--- src/rtl/rob_commit.sv ---
// In-order reorder buffer: allocates uids at dispatch, collects out-of-order completions and
// retires one entry per cycle in program order as a registered regfile write.
module rob_commit #(
    parameter int unsigned ROB_BITS = 3,
    parameter int unsigned DATA_W   = 16,
    parameter int unsigned RADDR_W  = 4
) (
    input  logic                clk,
    input  logic                rst,
    input  logic                alloc_valid,
    input  logic                alloc_has_dest,
    input  logic [RADDR_W-1:0]  alloc_waddr,
    output logic                alloc_ready,
    output logic [ROB_BITS-1:0] alloc_uid,
    output logic                change_writer,
    output logic [RADDR_W-1:0]  writer_waddr,
    output logic [ROB_BITS-1:0] new_writer,
    input  logic                cpl_valid,
    input  logic [ROB_BITS-1:0] cpl_uid,
    input  logic [DATA_W-1:0]   cpl_data,
    input  logic                flush,
    output logic                commit_valid,
    output logic [RADDR_W-1:0]  commit_waddr,
    output logic [DATA_W-1:0]   commit_data,
    output logic [ROB_BITS-1:0] commit_uid,
    output logic                retire,
    output logic [ROB_BITS:0]   count
);

    localparam int unsigned Depth = 1 << ROB_BITS;

    logic [ROB_BITS:0]   head_q, head_d, tail_q, tail_d, count_q, count_d;
    logic [Depth-1:0]    valid_q, valid_d, done_q, done_d, has_dest_q, has_dest_d;
    logic [RADDR_W-1:0]  waddr_q [Depth];
    logic [RADDR_W-1:0]  waddr_d [Depth];
    logic [DATA_W-1:0]   data_q [Depth];
    logic [DATA_W-1:0]   data_d [Depth];

    logic                commit_valid_q, commit_valid_d, retire_q, retire_d;
    logic [RADDR_W-1:0]  commit_waddr_q, commit_waddr_d;
    logic [DATA_W-1:0]   commit_data_q, commit_data_d;
    logic [ROB_BITS-1:0] commit_uid_q, commit_uid_d;

    logic [ROB_BITS-1:0] head_idx, tail_idx;
    logic                full, alloc_fire, alloc_dest, commit_fire;

    assign head_idx    = head_q[ROB_BITS-1:0];
    assign tail_idx    = tail_q[ROB_BITS-1:0];
    assign full        = (head_idx == tail_idx) && (head_q[ROB_BITS] != tail_q[ROB_BITS]);
    // A retire this cycle does not free a slot until the next cycle.
    assign alloc_ready = !full && !flush && !rst;
    assign alloc_fire  = alloc_valid && alloc_ready;
    assign alloc_dest  = alloc_has_dest && (alloc_waddr != '0);
    assign commit_fire = valid_q[head_idx] && done_q[head_idx] && !flush && !rst;

    assign alloc_uid     = tail_idx;
    assign change_writer = alloc_fire && alloc_dest;
    assign writer_waddr  = alloc_waddr;
    assign new_writer    = tail_idx;

    assign commit_valid = commit_valid_q;
    assign commit_waddr = commit_waddr_q;
    assign commit_data  = commit_data_q;
    assign commit_uid   = commit_uid_q;
    assign retire       = retire_q;
    assign count        = count_q;

    always_comb begin
        head_d         = head_q;
        tail_d         = tail_q;
        count_d        = count_q;
        valid_d        = valid_q;
        done_d         = done_q;
        has_dest_d     = has_dest_q;
        waddr_d        = waddr_q;
        data_d         = data_q;
        commit_valid_d = 1'b0;
        retire_d       = 1'b0;
        commit_waddr_d = commit_waddr_q;
        commit_data_d  = commit_data_q;
        commit_uid_d   = commit_uid_q;

        // Uses current-state valid, so a completion to a slot allocated this cycle is dropped.
        if (cpl_valid && valid_q[cpl_uid]) begin
            done_d[cpl_uid] = 1'b1;
            data_d[cpl_uid] = cpl_data;
        end

        if (commit_fire) begin
            valid_d[head_idx] = 1'b0;
            done_d[head_idx]  = 1'b0;
            head_d            = head_q + 1'b1;
            commit_valid_d    = has_dest_q[head_idx];
            retire_d          = 1'b1;
            commit_waddr_d    = waddr_q[head_idx];
            commit_data_d     = data_q[head_idx];
            commit_uid_d      = head_idx;
        end

        if (alloc_fire) begin
            valid_d[tail_idx]    = 1'b1;
            done_d[tail_idx]     = 1'b0;
            has_dest_d[tail_idx] = alloc_dest;
            waddr_d[tail_idx]    = alloc_waddr;
            tail_d               = tail_q + 1'b1;
        end

        if (alloc_fire && !commit_fire) begin
            count_d = count_q + 1'b1;
        end else if (!alloc_fire && commit_fire) begin
            count_d = count_q - 1'b1;
        end

        if (flush) begin
            valid_d        = '0;
            done_d         = '0;
            head_d         = '0;
            tail_d         = '0;
            count_d        = '0;
            commit_valid_d = 1'b0;
            retire_d       = 1'b0;
        end
    end

    always_ff @(posedge clk) begin
        if (rst) begin
            head_q         <= '0;
            tail_q         <= '0;
            count_q        <= '0;
            valid_q        <= '0;
            done_q         <= '0;
            has_dest_q     <= '0;
            commit_valid_q <= 1'b0;
            retire_q       <= 1'b0;
            commit_waddr_q <= '0;
            commit_data_q  <= '0;
            commit_uid_q   <= '0;
        end else begin
            head_q         <= head_d;
            tail_q         <= tail_d;
            count_q        <= count_d;
            valid_q        <= valid_d;
            done_q         <= done_d;
            has_dest_q     <= has_dest_d;
            commit_valid_q <= commit_valid_d;
            retire_q       <= retire_d;
            commit_waddr_q <= commit_waddr_d;
            commit_data_q  <= commit_data_d;
            commit_uid_q   <= commit_uid_d;
        end
    end

    // Payload storage needs no reset; it is only read behind valid/done.
    always_ff @(posedge clk) begin
        waddr_q <= waddr_d;
        data_q  <= data_d;
    end

endmodule
--- config.mk ---
export PLATFORM = sky130hd
export DESIGN_NAME = rob_commit
export DESIGN_NICKNAME = d
export VERILOG_FILES = /design/src/rtl/rob_commit.sv
export SDC_FILE = /design/constraint.sdc
export NUM_CORES = 1
export LEC_CHECK = 0
export ABC_CLOCK_PERIOD_IN_PS = 6500
export CAP_MARGIN = 40
export CORE_ASPECT_RATIO = 1.1
export CORE_MARGIN = 2
export CORE_UTILIZATION = 65
export CTS_CLUSTER_SIZE = 12
export DETAILED_ROUTE_END_ITERATION = 8
export DONT_BUFFER_PORTS = 1
export GPL_TIMING_DRIVEN = 1
export PLACE_DENSITY = 0.81
export SYNTH_ARGS = -nofsm -noshare
export SYNTH_HDL_FRONTEND = slang
export SYNTH_SLANG_ARGS = --single-unit
--- constraint.sdc ---
create_clock -name clk -period 6.5 [get_ports clk]
set_clock_uncertainty 0.2 [all_clocks]
set_input_delay 1.3 -clock clk [delete_from_list [all_inputs] [get_ports clk]]
set_output_delay 1.3 -clock clk [all_outputs]
set_load 0.1 [all_outputs]
### Word level (Yosys, flattened, before mapping)

Index checks and enable logic that the tools add are counted.

* equality and inequality tests: 2
* muxes and demuxes: 35
* reductions and logical operators: 26
* $add $sub $neg: 4
* bitwise logic cells: 11
* order comparisons: 11

Operator list (number)
* 128-bit bitwise mux: 1
* 16-bit binary-select mux with 3-bit select: 1
* 16-bit demux with 3-bit select: 1
* 16-bit 2-to-1 mux: 3
* 8-bit 2-to-1 mux: 5
* 32-bit bitwise mux: 1
* 8-bit AND: 3
* 4-bit 2-to-1 mux: 5
* 1-bit logical AND: 17
* 8-bit NOT: 2
* 8-bit OR: 2
* 4-bit by 1-bit adder with 4-bit output (second input constant): 3
* 1-bit binary-select mux with 3-bit select: 4
* 4-bit binary-select mux with 3-bit select: 1
* 4-bit demux with 3-bit select: 1
* 4-bit greater-or-equal comparator (second input constant): 3
* 3-bit by 4-bit less-than comparator with 1-bit output (second input constant): 3
* 3-bit NOT with 4-bit output: 3
* 1-bit demux with 3-bit select: 3
* 3-bit by 1-bit greater-or-equal comparator with 1-bit output (second input constant): 3
* 8-bit bitwise mux: 1
* 4-bit by 1-bit less-than comparator with 1-bit output (second input constant): 2
* 1-bit 2-to-1 mux: 8
* 1-bit logical NOT: 5
* 8 further kinds: 8

* bits in registers: 221
* logic and storage cells: 116
* output and inout bits: 41
* input port bits: 29

### Depth between registers and ports, before layout

Gate-level depths: netlist of run 1.

* depth in word-level cells: 10
* mapped depth: 15
* gate-level depth less buffers: 13

### Least setup slack after synthesis of run 1

No wires, ideal clock.

* path type: input-to-output
* from: input flush
* to: output alloc_ready
* required time: 5.000 ns
* path buffers: 0
* cell stages on the path: 2
* slack: 1.811 ns
* data arrival time: 3.189 ns
* cell sequence: or2_2 > a41oi_1

* longest elaborated chain between the ends: 3

Ends and longest elaborated chain
* from (decl): RTL line 21 `input logic flush,`
* 1-bit logical NOT: RTL line 51 `assign alloc_ready = !full && !flush && !rst;`
* 1-bit logical AND (2 in series): RTL line 51
* to (decl): RTL line 13 `output logic alloc_ready,`

Every way passes these cells.

### Worst setup path in the final report of run 1

* from: register head_q[1]
* to: register count_q[3] (netlist: count[3])

* longest elaborated chain between the ends: 9
* elaborated cells between the ends (all ways): 19
* those cells by class: eq/ne: 1; mux: 5; reduce/logical: 13

Ends and longest elaborated chain
* from (decl): RTL line 32 `logic [ROB_BITS:0] head_q, head_d, tail_q, tail_d, count_q, count_d;`
* from (signal assigned): RTL line 127 `head_q <= '0;`
* from (signal assigned): RTL line 139 `head_q <= head_d;`
* branches (longest 9 deep; another with 4-bit 2-to-1 mux)
* to (signal assigned): RTL line 141 `count_q <= count_d;`
* to (decl): RTL line 32

Parallel ways; which one is timed is not known. The select of a mux whose other input is x is not followed.
A chain may end at the register's enable or synchronous reset.

==> results.sh, run 1 <==
export IMPL_slew_violations=0
export IMPL_cp_required_ns=6.73
export IMPL_synthMuxAreaShare_pct=8.06
export IMPL_r2r_slack_ns=2.11
export IMPL_final_cell_mix="edfxtp_1, dfxtp_1, nor2_1"
export IMPL_top_layer="met4"
export IMPL_fp_dieH_um=129
export IMPL_synth_simple_area_share_pct=6.76
export IMPL_fin_area_sq_mm=0.0107
export IMPL_synth_cell_types=73
export IMPL_final_util_pct=77.1
export IMPL_antenna_found_initial=0
export IMPL_synth_xor_xnor_area_share_pct=0.947
export IMPL_drv_cap=0
export IMPL_drc=0
export IMPL_met3_length_mm=2.15
export IMPL_worstReg2RegStart="head_q[1]$_SDFFE_PP0N_"
export IMPL_worstRegToRegCells=14
export IMPL_hp_class="register to register"
export IMPL_crit_path_max_fanout=29
export IMPL_root_buffer="clkbuf_16"
export IMPL_path_clk_slew_ns=0.06
export IMPL_vias=5809
export IMPL_post_cts_buffers=0
export IMPL_power_density_mw_per_mm2=259
export IMPL_setup_ws_ns=2.11
export IMPL_finalHoldViolations=0
export IMPL_ys_seq_area_share_pct=65.1
export IMPL_worstHoldEndpoint="has_dest_q[5]$_SDFFE_PP0P_"
export IMPL_fmax_mhz=228
export IMPL_post_dp_cell_area_sq_mm=0.00998
export IMPL_r2r_end="count[3]$_SDFFE_PP0P_"
export IMPL_ys_flop_type="edfxtp_1"
export IMPL_slew_limit_headroom_pct=39.4
export IMPL_grt_max_degree=36
export IMPL_routed_wirelength_mm=22.5
export IMPL_ctsResizeCount=0
export IMPL_tns_ns=0
export IMPL_numCtsBuffers=23
export IMPL_die_w_um=118
export IMPL_wl_per_cell_um=26.2
export IMPL_syn_nets=668
export IMPL_syn_mean_instance_area_sq_um=14.6
export IMPL_ios=70
export IMPL_synth_edf_count=160
export IMPL_drive_gt1_share_pct=25.3
export IMPL_leakagePower_uw=0.00349
export IMPL_period_share_pct=67.5
export IMPL_synthAdderAreaFrac_pct=0.892
export IMPL_holdBufCountCts=0
export IMPL_insertedDiodeCount=0
export IMPL_worstMarginPinSlew_ns=0.907
export IMPL_hpwl_mm=13.8
export IMPL_numClockSinks=221
export IMPL_ant_nets=0
export IMPL_clk_latency_ns=0.51
export IMPL_grt_pass1_vias=5984
export IMPL_post_drt_via_cell_ratio=6.76
export IMPL_post_place_ws_ns=2.16
export IMPL_cts_tree="yes"
export IMPL_synth_area_sq_mm=0.00925
export IMPL_critical_path_class="register to register"
export IMPL_drt_initial_drc_count=599
export IMPL_dr_pass1_iters=5
export IMPL_htree_levels=1
export IMPL_grt_pass1_wl_mm=34.7
export IMPL_cts_buffer_depth=3
export IMPL_worst_ep_arrival_time_ns=4.62
export IMPL_track_usage_pct=30.0
export IMPL_yosysWarnings=0
export IMPL_rows=45
export IMPL_met2_length_mm=11.0
export IMPL_dieArea_sq_mm=0.0152
export IMPL_final_nets=690
export IMPL_gp_congestion=0.896
export IMPL_period_minus_slack_ns=4.39
export IMPL_synth_seq_cells=221
export IMPL_fillers=805
export IMPL_synth_compound_area_share_pct=14.1
export IMPL_core_area_sq_mm=0.0139
export IMPL_syn_to_final_growth_pct=15.3
export IMPL_wl_met1_mm=8.46
export IMPL_status="complete, no violations"
export IMPL_synth_cells=633
export IMPL_min_delay_start="has_dest_q[5]$_SDFFE_PP0P_"
export IMPL_grt_overflow_total=0
export IMPL_end_kind="register"
export IMPL_ir_drop_mv=0.244
export IMPL_rsz0062_at_grt="false"
export IMPL_synth_top_family_by_area="compound AO/OA/AOI/OAI gates"
export IMPL_setup_violations=0
export IMPL_start_util_pct=66.8
export IMPL_layout_commonest_cell="edfxtp_1"
export IMPL_synthArstFlopShare_pct=0
export IMPL_holdPathStages=2
export IMPL_start_kind="register"
export IMPL_io_buffer_count=0
## sequential cells by signal, summed over array words and instances (netlist names)
register and count:
data_q 128, waddr_q 32, commit_data 16, done_q 8, has_dest_q 8, valid_q 8
commit_waddr 4, count 4, head_q 4, tail_q 4, commit_uid 3, commit_valid 1
retire 1
## cell families after synthesis
group / after synthesis
DFF: 221
AOI/OAI and AO/OA: 161
and+or+nand+nor: 114
buffers and inverters: 63
muxes: 58
xor gates and xnor gates: 10
adders and majority gates: 6
## report_power, final
| part | leakage, uW | internal (uW) | switching, uW |
|---|---|---|---|
| clock | 0.000339 | 710 | 507 |
| combinational | 0.00122 | 11.7 | 26.3 |
| sequential | 0.00193 | 1510 | 2.12 |
| total | 0.00349 | 2230 | 535 |
## worst max path at each step
stage / startpoint / to / slack, ns / depth (start not counted)
5_1_grt: head_q[1]$_SDFFE_PP0N_ / count[3]$_SDFFE_PP0P_ / 1.89 / 14
4_1_cts: head_q[1]$_SDFFE_PP0N_ / count[3]$_SDFFE_PP0P_ / 2.11 / 14
3_5_place_dp: head_q[1]$_SDFFE_PP0N_ / count[3]$_SDFFE_PP0P_ / 2.16 / 14
2_1_floorplan: flush / alloc_ready / 1.81 / 2
3_3_place_gp: flush / change_writer / 2.04 / 3
6_report: head_q[1]$_SDFFE_PP0N_ / count[3]$_SDFFE_PP0P_ / 2.11 / 14
## cells in the mapped netlist, types with 4 or more instances
| master | number | area [sq um] |
|---|---|---|
| nand4_1 | 6 | 37.5 |
| buf_4 | 17 | 128 |
| nor2_1 | 40 | 150 |
| a21oi_2 | 14 | 123 |
| clkbuf_1 | 15 | 56.3 |
| mux4_2 | 11 | 248 |
| nor3b_1 | 6 | 45.0 |
| buf_1 | 4 | 15.0 |
| a22oi_1 | 11 | 82.6 |
| a221oi_1 | 24 | 210 |
| a31o_2 | 4 | 35.0 |
| nor2b_1 | 7 | 43.8 |
| a21oi_1 | 35 | 175 |
| ha_1 | 5 | 62.6 |
| nand2b_1 | 4 | 25.0 |
| edfxtp_1 | 160 | 4800 |
| o21ai_0 | 25 | 125 |
| xnor2_1 | 7 | 61.3 |
| and2_1 | 6 | 37.5 |
| a211oi_2 | 16 | 200 |
| a221o_1 | 4 | 40.0 |
| mux2_2 | 14 | 158 |
| buf_6 | 9 | 101 |
| nand3_1 | 8 | 40.0 |
| mux2i_1 | 31 | 310 |
| nand2_1 | 16 | 60.1 |
| dfxtp_1 | 61 | 1220 |
| buf_2 | 11 | 55.1 |
## layer usage
metal | vias up | GRT usage, %
met5 | - | 0
met3 | 65 | 6.38
met1 | 2914 | 37.9
li1 | 2490 | -
met2 | 340 | 50.5
met4 | 0 | 13.8
## stage by stage
stage	hold WS, ns	total power, uW	cells
2_1_floorplan	0.239	1590	633
3_5_place_dp	0.277	1580	818
4_1_cts	0.289	2780	859
5_1_grt	0.301	2840	859
3_3_place_gp	0.261	1580	783
6_report	0.288	2770	859
## layout make-up
| type | count | area [sq um] | area share, % |
|---|---|---|---|
| Tap cell | 188 | 235 | 2.20 |
| Inverter | 6 | 25.0 | 0.234 |
| Timing Repair Buffer | 54 | 803 | 7.53 |
| Clock buffer | 39 | 683 | 6.40 |
| Sequential cell | 221 | 6030 | 56.5 |
| Clock inverter | 2 | 12.5 | 0.117 |
| Multi-Input combinational cell | 349 | 2880 | 27.0 |
## critical path: stages (launching register included)
cell,delay (ns)
dfxtp_2,0.85
buf_4,0.43
mux2i_1,0.14
a22o_4,0.25
a211o_4,0.38
nor2_8,0.42
inv_4,0.10
ha_1,0.24
inv_1,0.12
ha_1,0.25
a21o_1,0.18
a21oi_1,0.17
xnor2_1,0.10
or3_1,0.30
a21oi_1,0.15
No activity file was read; power rests on OpenSTA's default activity.
==> run 2, diff against run 1 <==
==> config.mk (replaced) <==
export PLATFORM = sky130hd
export DESIGN_NAME = rob_commit
export DESIGN_NICKNAME = d
export VERILOG_FILES = /design/src/rtl/rob_commit.sv
export SDC_FILE = /design/constraint.sdc
export NUM_CORES = 1
export LEC_CHECK = 0
export ABC_CLOCK_PERIOD_IN_PS = 3500
export CAP_MARGIN = 40
export CORE_ASPECT_RATIO = 1.1
export CORE_MARGIN = 2
export CORE_UTILIZATION = 57
export CTS_CLUSTER_SIZE = 12
export DETAILED_ROUTE_END_ITERATION = 8
export DONT_BUFFER_PORTS = 1
export GPL_TIMING_DRIVEN = 1
export PLACE_DENSITY = 0.75
export SYNTH_ARGS = -nofsm -noshare
export SYNTH_HDL_FRONTEND = slang
export SYNTH_SLANG_ARGS = --single-unit
==> constraint.sdc (replaced) <==
create_clock -name clk -period 3.5 [get_ports clk]
set_clock_uncertainty 0.2 [all_clocks]
set_input_delay 0.7 -clock clk [delete_from_list [all_inputs] [get_ports clk]]
set_output_delay 0.7 -clock clk [all_outputs]
set_load 0.1 [all_outputs]
==> run 2 against run 1 <==
  * Via count fell by 0.50%
  * Maximum frequency rose by 35%
  * Global-route usage is 4.2 points lower
  * Core utilization is 9.4 points lower
  * Critical path depth is 1 lower
  * Largest power group unchanged
==> results.sh, run 2 (same netlist as run 1, synthesis figures left out) <==
export IMPL_status="complete, no violations"
export IMPL_worstMarginPinSlew_ns=0.761
export IMPL_rsz0062_at_grt="false"
export IMPL_numClockSinks=221
export IMPL_slew_violations=0
export IMPL_vias=5780
export IMPL_tns_ns=0
export IMPL_insertedDiodeCount=0
export IMPL_period_share_pct=92.6
export IMPL_wl_per_cell_um=25.0
export IMPL_setup_violations=0
export IMPL_regMostFlops="data_q"
export IMPL_hp_class="input port to register"
export IMPL_die_w_um=125
export IMPL_numCtsBuffers=23
export IMPL_cts_buffer_depth=3
export IMPL_drc=0
export IMPL_antenna_found_initial=0
export IMPL_fillers=1032
export IMPL_clk_latency_ns=0.50
export IMPL_drv_cap=0
export IMPL_ir_drop_mv=0.366
export IMPL_finalHoldViolations=0
export IMPL_cp_slowest_cell="a2111oi_2"
export IMPL_htree_levels=1
export IMPL_cp_required_ns=3.74
export IMPL_final_cell_mix="edfxtp_1, dfxtp_1, nor2_1"
export IMPL_fmax_mhz=309
export IMPL_startpoint="head_q[1]$_SDFFE_PP0N_"
export IMPL_slew_limit_headroom_pct=48.6
export IMPL_slowest_delay_ns=0.55
export IMPL_track_usage_pct=25.8
export IMPL_root_buffer="clkbuf_16"
export IMPL_rows=48
export IMPL_post_drt_via_cell_ratio=6.54
export IMPL_worst_ep_arrival_time_ns=3.48
export IMPL_end_kind="register"
export IMPL_worstReg2RegStart="head_q[1]$_SDFFE_PP0N_"
export IMPL_routed_wirelength_mm=22.1
export IMPL_dr_pass1_iters=5
export IMPL_final_nets=702
export IMPL_period_minus_slack_ns=3.24
export IMPL_hpwl_mm=13.7
export IMPL_grt_max_degree=36
export IMPL_dp_cells=842
export IMPL_ios=70
export IMPL_path_clk_slew_ns=0.06
export IMPL_start_kind="register"
export IMPL_gp_congestion=0.966
export IMPL_crit_path_max_fanout=13
export IMPL_grt_pass1_wl_mm=34.0
export IMPL_setup_ws_ns=0.259
export IMPL_io_buffer_count=0
export IMPL_syn_to_final_growth_pct=15.4
export IMPL_drt_initial_drc_count=555
export IMPL_critical_path_class="register to register"
export IMPL_dieArea_sq_mm=0.0173
export IMPL_largest_reg_flops=128
export IMPL_post_cts_buffers=0
export IMPL_holdBufCountCts=0
export IMPL_cts_tree="yes"
export IMPL_ant_nets=0
export IMPL_min_delay_start="rst"
export IMPL_path_cells="nor2b_1 -> a2111oi_2 -> a211o_4 -> nor2_8 -> inv_4 -> ha_1 -> inv_1 -> ha_1 -> a21o_1 -> a21oi_1 -> xnor2_1 -> or3_1 -> a21oi_1"
export IMPL_grt_pass1_vias=5927
export IMPL_drive_gt1_share_pct=26.3
export IMPL_core_area_sq_mm=0.0158
export IMPL_ctsResizeCount=0
export IMPL_layout_commonest_cell="edfxtp_1"
export IMPL_fp_dieH_um=138
export IMPL_grt_overflow_total=0
export IMPL_post_place_ws_ns=0.267
export IMPL_stdcell_count=884
export IMPL_start_util_pct=58.6
export IMPL_leakagePower_uw=0.00352
export IMPL_power_density_mw_per_mm2=483
[run 2: cell types whose count changed in the layout (fill, tap and decap cells not counted), sizes merged]
cell and delta:
bufinv +1, inv +1, clkbuf -1, buf +12
[run 2: where the power goes]
part,switching [uW],leakage [uW],internal [uW]
clock,938,0.000337,1340
combinational,50.6,0.00125,20.8
sequential,1.60,0.00193,2810
total,990,0.00352,4170
[run 2: final timing paths]
path | endpoint | slack [ns] | cells past startpoint
min | has_dest_q[7]$_SDFFE_PP0P_ | 0.06 | 1
min reg2reg | valid_q[0]$_SDFF_PP0_ | 0.29 | 2
max | count[3]$_SDFFE_PP0P_ | 0.26 | 13
max reg2reg | count[3]$_SDFFE_PP0P_ | 0.26 | 13
[run 2: cell type report]
cell class	count	area [sq um]	share of cell area (%)
clock buffers	38	652	6.10
clock inverters	4	47.5	0.445
inverters	6	25.0	0.234
multi-input cells	349	2880	27.0
flip-flops and latches	221	6030	56.5
well taps	200	250	2.34
repair buffers	66	791	7.40
[run 2: metrics by stage]
step	area (sq um)	hold slack, ns	power (uW)	utilization (%)
floorplan	9250	0.239	2950	-
global placement	9500	0.264	2930	60.2
detailed placement	9980	0.268	2930	63.2
CTS	10700	0.0580	5180	67.6
global route	10700	0.0514	5290	67.6
finish	10700	0.0628	5160	67.6
[run 2: worst max-delay path: cells and delay by family, from the launching register on]
kind	cells	cell delay, ns
adder cells (fa/ha/maj)	2	0.46
AO/OA/AOI/OAI	5	1.28
flip-flops	1	0.49
buffers and inverters	2	0.18
XOR/XNOR	1	0.10
AND/OR/NAND/NOR	3	0.46
[run 2: per-layer routing]
layer  vias up  GRT usage [%]  wire [um]
met3        83           4.89       1760
met2       310           42.0      10600
met5         -              0          0
li1       2522              -          -
met1      2865           33.7       8740
met4         0           12.9       1060
==> run 3, diff against run 2 <==
--- a/config.mk
+++ b/config.mk
@@ -8,7 +8,6 @@
 export ABC_CLOCK_PERIOD_IN_PS = 3500
 export CAP_MARGIN = 40
 export CORE_ASPECT_RATIO = 1.1
-export CORE_MARGIN = 2
 export CORE_UTILIZATION = 57
 export CTS_CLUSTER_SIZE = 12
 export DETAILED_ROUTE_END_ITERATION = 8
==> run 3 against run 2 <==
  * Cell count increased by 0.34%
  * Worst hold slack got worse by 0.0036 ns
  * Core utilization increased by 0.13 points
  * Critical path type unchanged
  * Largest cell class unchanged
  * Largest power group unchanged
  * Clock power increased by 6%
  * Wire length decreased by 0.64%
  * Cell area increased by 0.19%
==> results.sh, run 3 (same netlist as run 1, synthesis figures left out) <==
export IMPL_status="complete, no violations"
export IMPL_gp_congestion=0.971
export IMPL_final_nets=704
export IMPL_final_cell_mix="edfxtp_1, dfxtp_1, nor2_1, buf_4, a21oi_1"
export IMPL_wl_per_cell_um=24.8
export IMPL_slew_violations=0
export IMPL_clk_latency_ns=0.51
export IMPL_fp_dieH_um=136
export IMPL_finalHoldViolations=0
export IMPL_htree_levels=1
export IMPL_drt_initial_drc_count=517
export IMPL_slew_limit_headroom_pct=45.3
export IMPL_track_usage_pct=27.4
export IMPL_start_util_pct=58.6
export IMPL_cp_required_ns=3.74
export IMPL_numCtsBuffers=24
export IMPL_numClockSinks=221
export IMPL_startpoint="head_q[1]$_SDFFE_PP0N_"
export IMPL_syn_to_final_growth_pct=15.6
export IMPL_ctsResizeCount=0
export IMPL_fmax_mhz=304
export IMPL_grt_pass1_wl_mm=33.1
export IMPL_end_kind="register"
export IMPL_grt_max_degree=38
export IMPL_post_drt_via_cell_ratio=6.47
export IMPL_dr_pass1_iters=4
export IMPL_setup_violations=0
export IMPL_drc=0
export IMPL_period_minus_slack_ns=3.29
export IMPL_ir_drop_mv=0.547
export IMPL_leakagePower_uw=0.00354
export IMPL_ant_nets=0
export IMPL_die_w_um=123
export IMPL_crit_path_max_fanout=14
export IMPL_period_share_pct=94.0
export IMPL_holdBufCountCts=0
export IMPL_seq_area_sq_mm=0.00603
export IMPL_vias=5737
export IMPL_post_dp_cell_area_sq_mm=0.00994
export IMPL_hp_class="input port to register"
export IMPL_grt_overflow_total=0
export IMPL_multi_input_area_sq_mm=0.00288
export IMPL_grt_pass1_vias=5775
export IMPL_tns_ns=0
export IMPL_antenna_found_initial=0
export IMPL_path_clk_slew_ns=0.06
export IMPL_io_buffer_count=0
export IMPL_critical_path_class="register to register"
export IMPL_routed_wirelength_mm=22.0
export IMPL_worst_ep_arrival_time_ns=3.53
export IMPL_drv_cap=0
export IMPL_worstReg2RegStart="head_q[1]$_SDFFE_PP0N_"
export IMPL_largest_reg_flops=128
export IMPL_root_buffer="clkbuf_16"
export IMPL_fin_area_sq_mm=0.0107
export IMPL_cts_tree="yes"
export IMPL_rows=48
export IMPL_power_density_mw_per_mm2=495
export IMPL_drive_gt1_share_pct=27.1
export IMPL_core_area_sq_mm=0.0158
export IMPL_rsz0062_at_grt="false"
export IMPL_whs_ns=0.0592
export IMPL_ios=70
export IMPL_cts_buffer_depth=3
export IMPL_fillers=1067
export IMPL_start_kind="register"
export IMPL_layout_commonest_cell="edfxtp_1"
export IMPL_insertedDiodeCount=0
export IMPL_post_cts_buffers=0
export IMPL_hpwl_mm=13.7
export IMPL_regMostFlops="data_q"
export IMPL_min_delay_start="rst"
export IMPL_dieArea_sq_mm=0.0167
export IMPL_r2r_slack_ns=0.21
export IMPL_worstMarginPinSlew_ns=0.819
==> run 3: cell count changes in the layout (fill, tap and decap cells not counted), sizes merged <==
cell    previous run  this run
clkinv             3         7
inv                6         5
clkbuf            38        37
buf               66        67
==> run 3: worst max-delay path, stage by stage (launching register included) <==
cell and delay [ns]:
dfxtp_2 0.50, nor2b_1 0.10, a2111oi_2 0.58, a211o_4 0.24
nor2_8 0.04, inv_4 0.09, ha_1 0.18, inv_1 0.09
ha_1 0.28, a21o_1 0.18, a21oi_1 0.17, xnor2_1 0.09
or3_1 0.31, a21oi_1 0.14
==> run 3: path summary, 6_finish.rpt <==
check | end | cells past startpoint
max | count[3]$_SDFFE_PP0P_ | 13
min | has_dest_q[4]$_SDFFE_PP0P_ | 1
max reg2reg | count[3]$_SDFFE_PP0P_ | 13
min reg2reg | has_dest_q[5]$_SDFFE_PP0P_ | 2
==> run 3: layout make-up <==
class / instances / area share, %
clock buffer: 37 / 6.55
clock inverter: 7 / 0.573
inverter: 6 / 0.234
multi-input combinational: 349 / 26.9
sequential: 221 / 56.4
tap: 200 / 2.34
timing repair buffer: 67 / 6.99
==> run 3: report_power, final <==
group / total (uW) / switching [uW] / internal (uW)
sequential: 2810 / 1.62 / 2810
clock: 2420 / 970 / 1450
combinational: 70.7 / 49.9 / 20.8
total: 5300 / 1020 / 4280
==> run 3: routing by layer <==
layer  vias to the layer above  part of all wire [%]  GRT usage [%]
li1                       2522                     -              -
met1                      2845                    37           34.7
met2                       294                    50           45.0
met3                        76                   8.5           4.59
met4                         0                   4.5           14.3
met5                         -                     0              0
==> run 3: through the flow <==
step	setup WS (ns)	util (%)	cells	power, uW
after floorplan	0.0112	-	633	2950
after global placement	0.349	60.2	817	2930
after detailed placement	0.231	62.9	843	2930
after CTS	0.206	67.7	887	5320
after global routing	0.000131	67.7	887	5420
final	0.209	67.7	887	5300
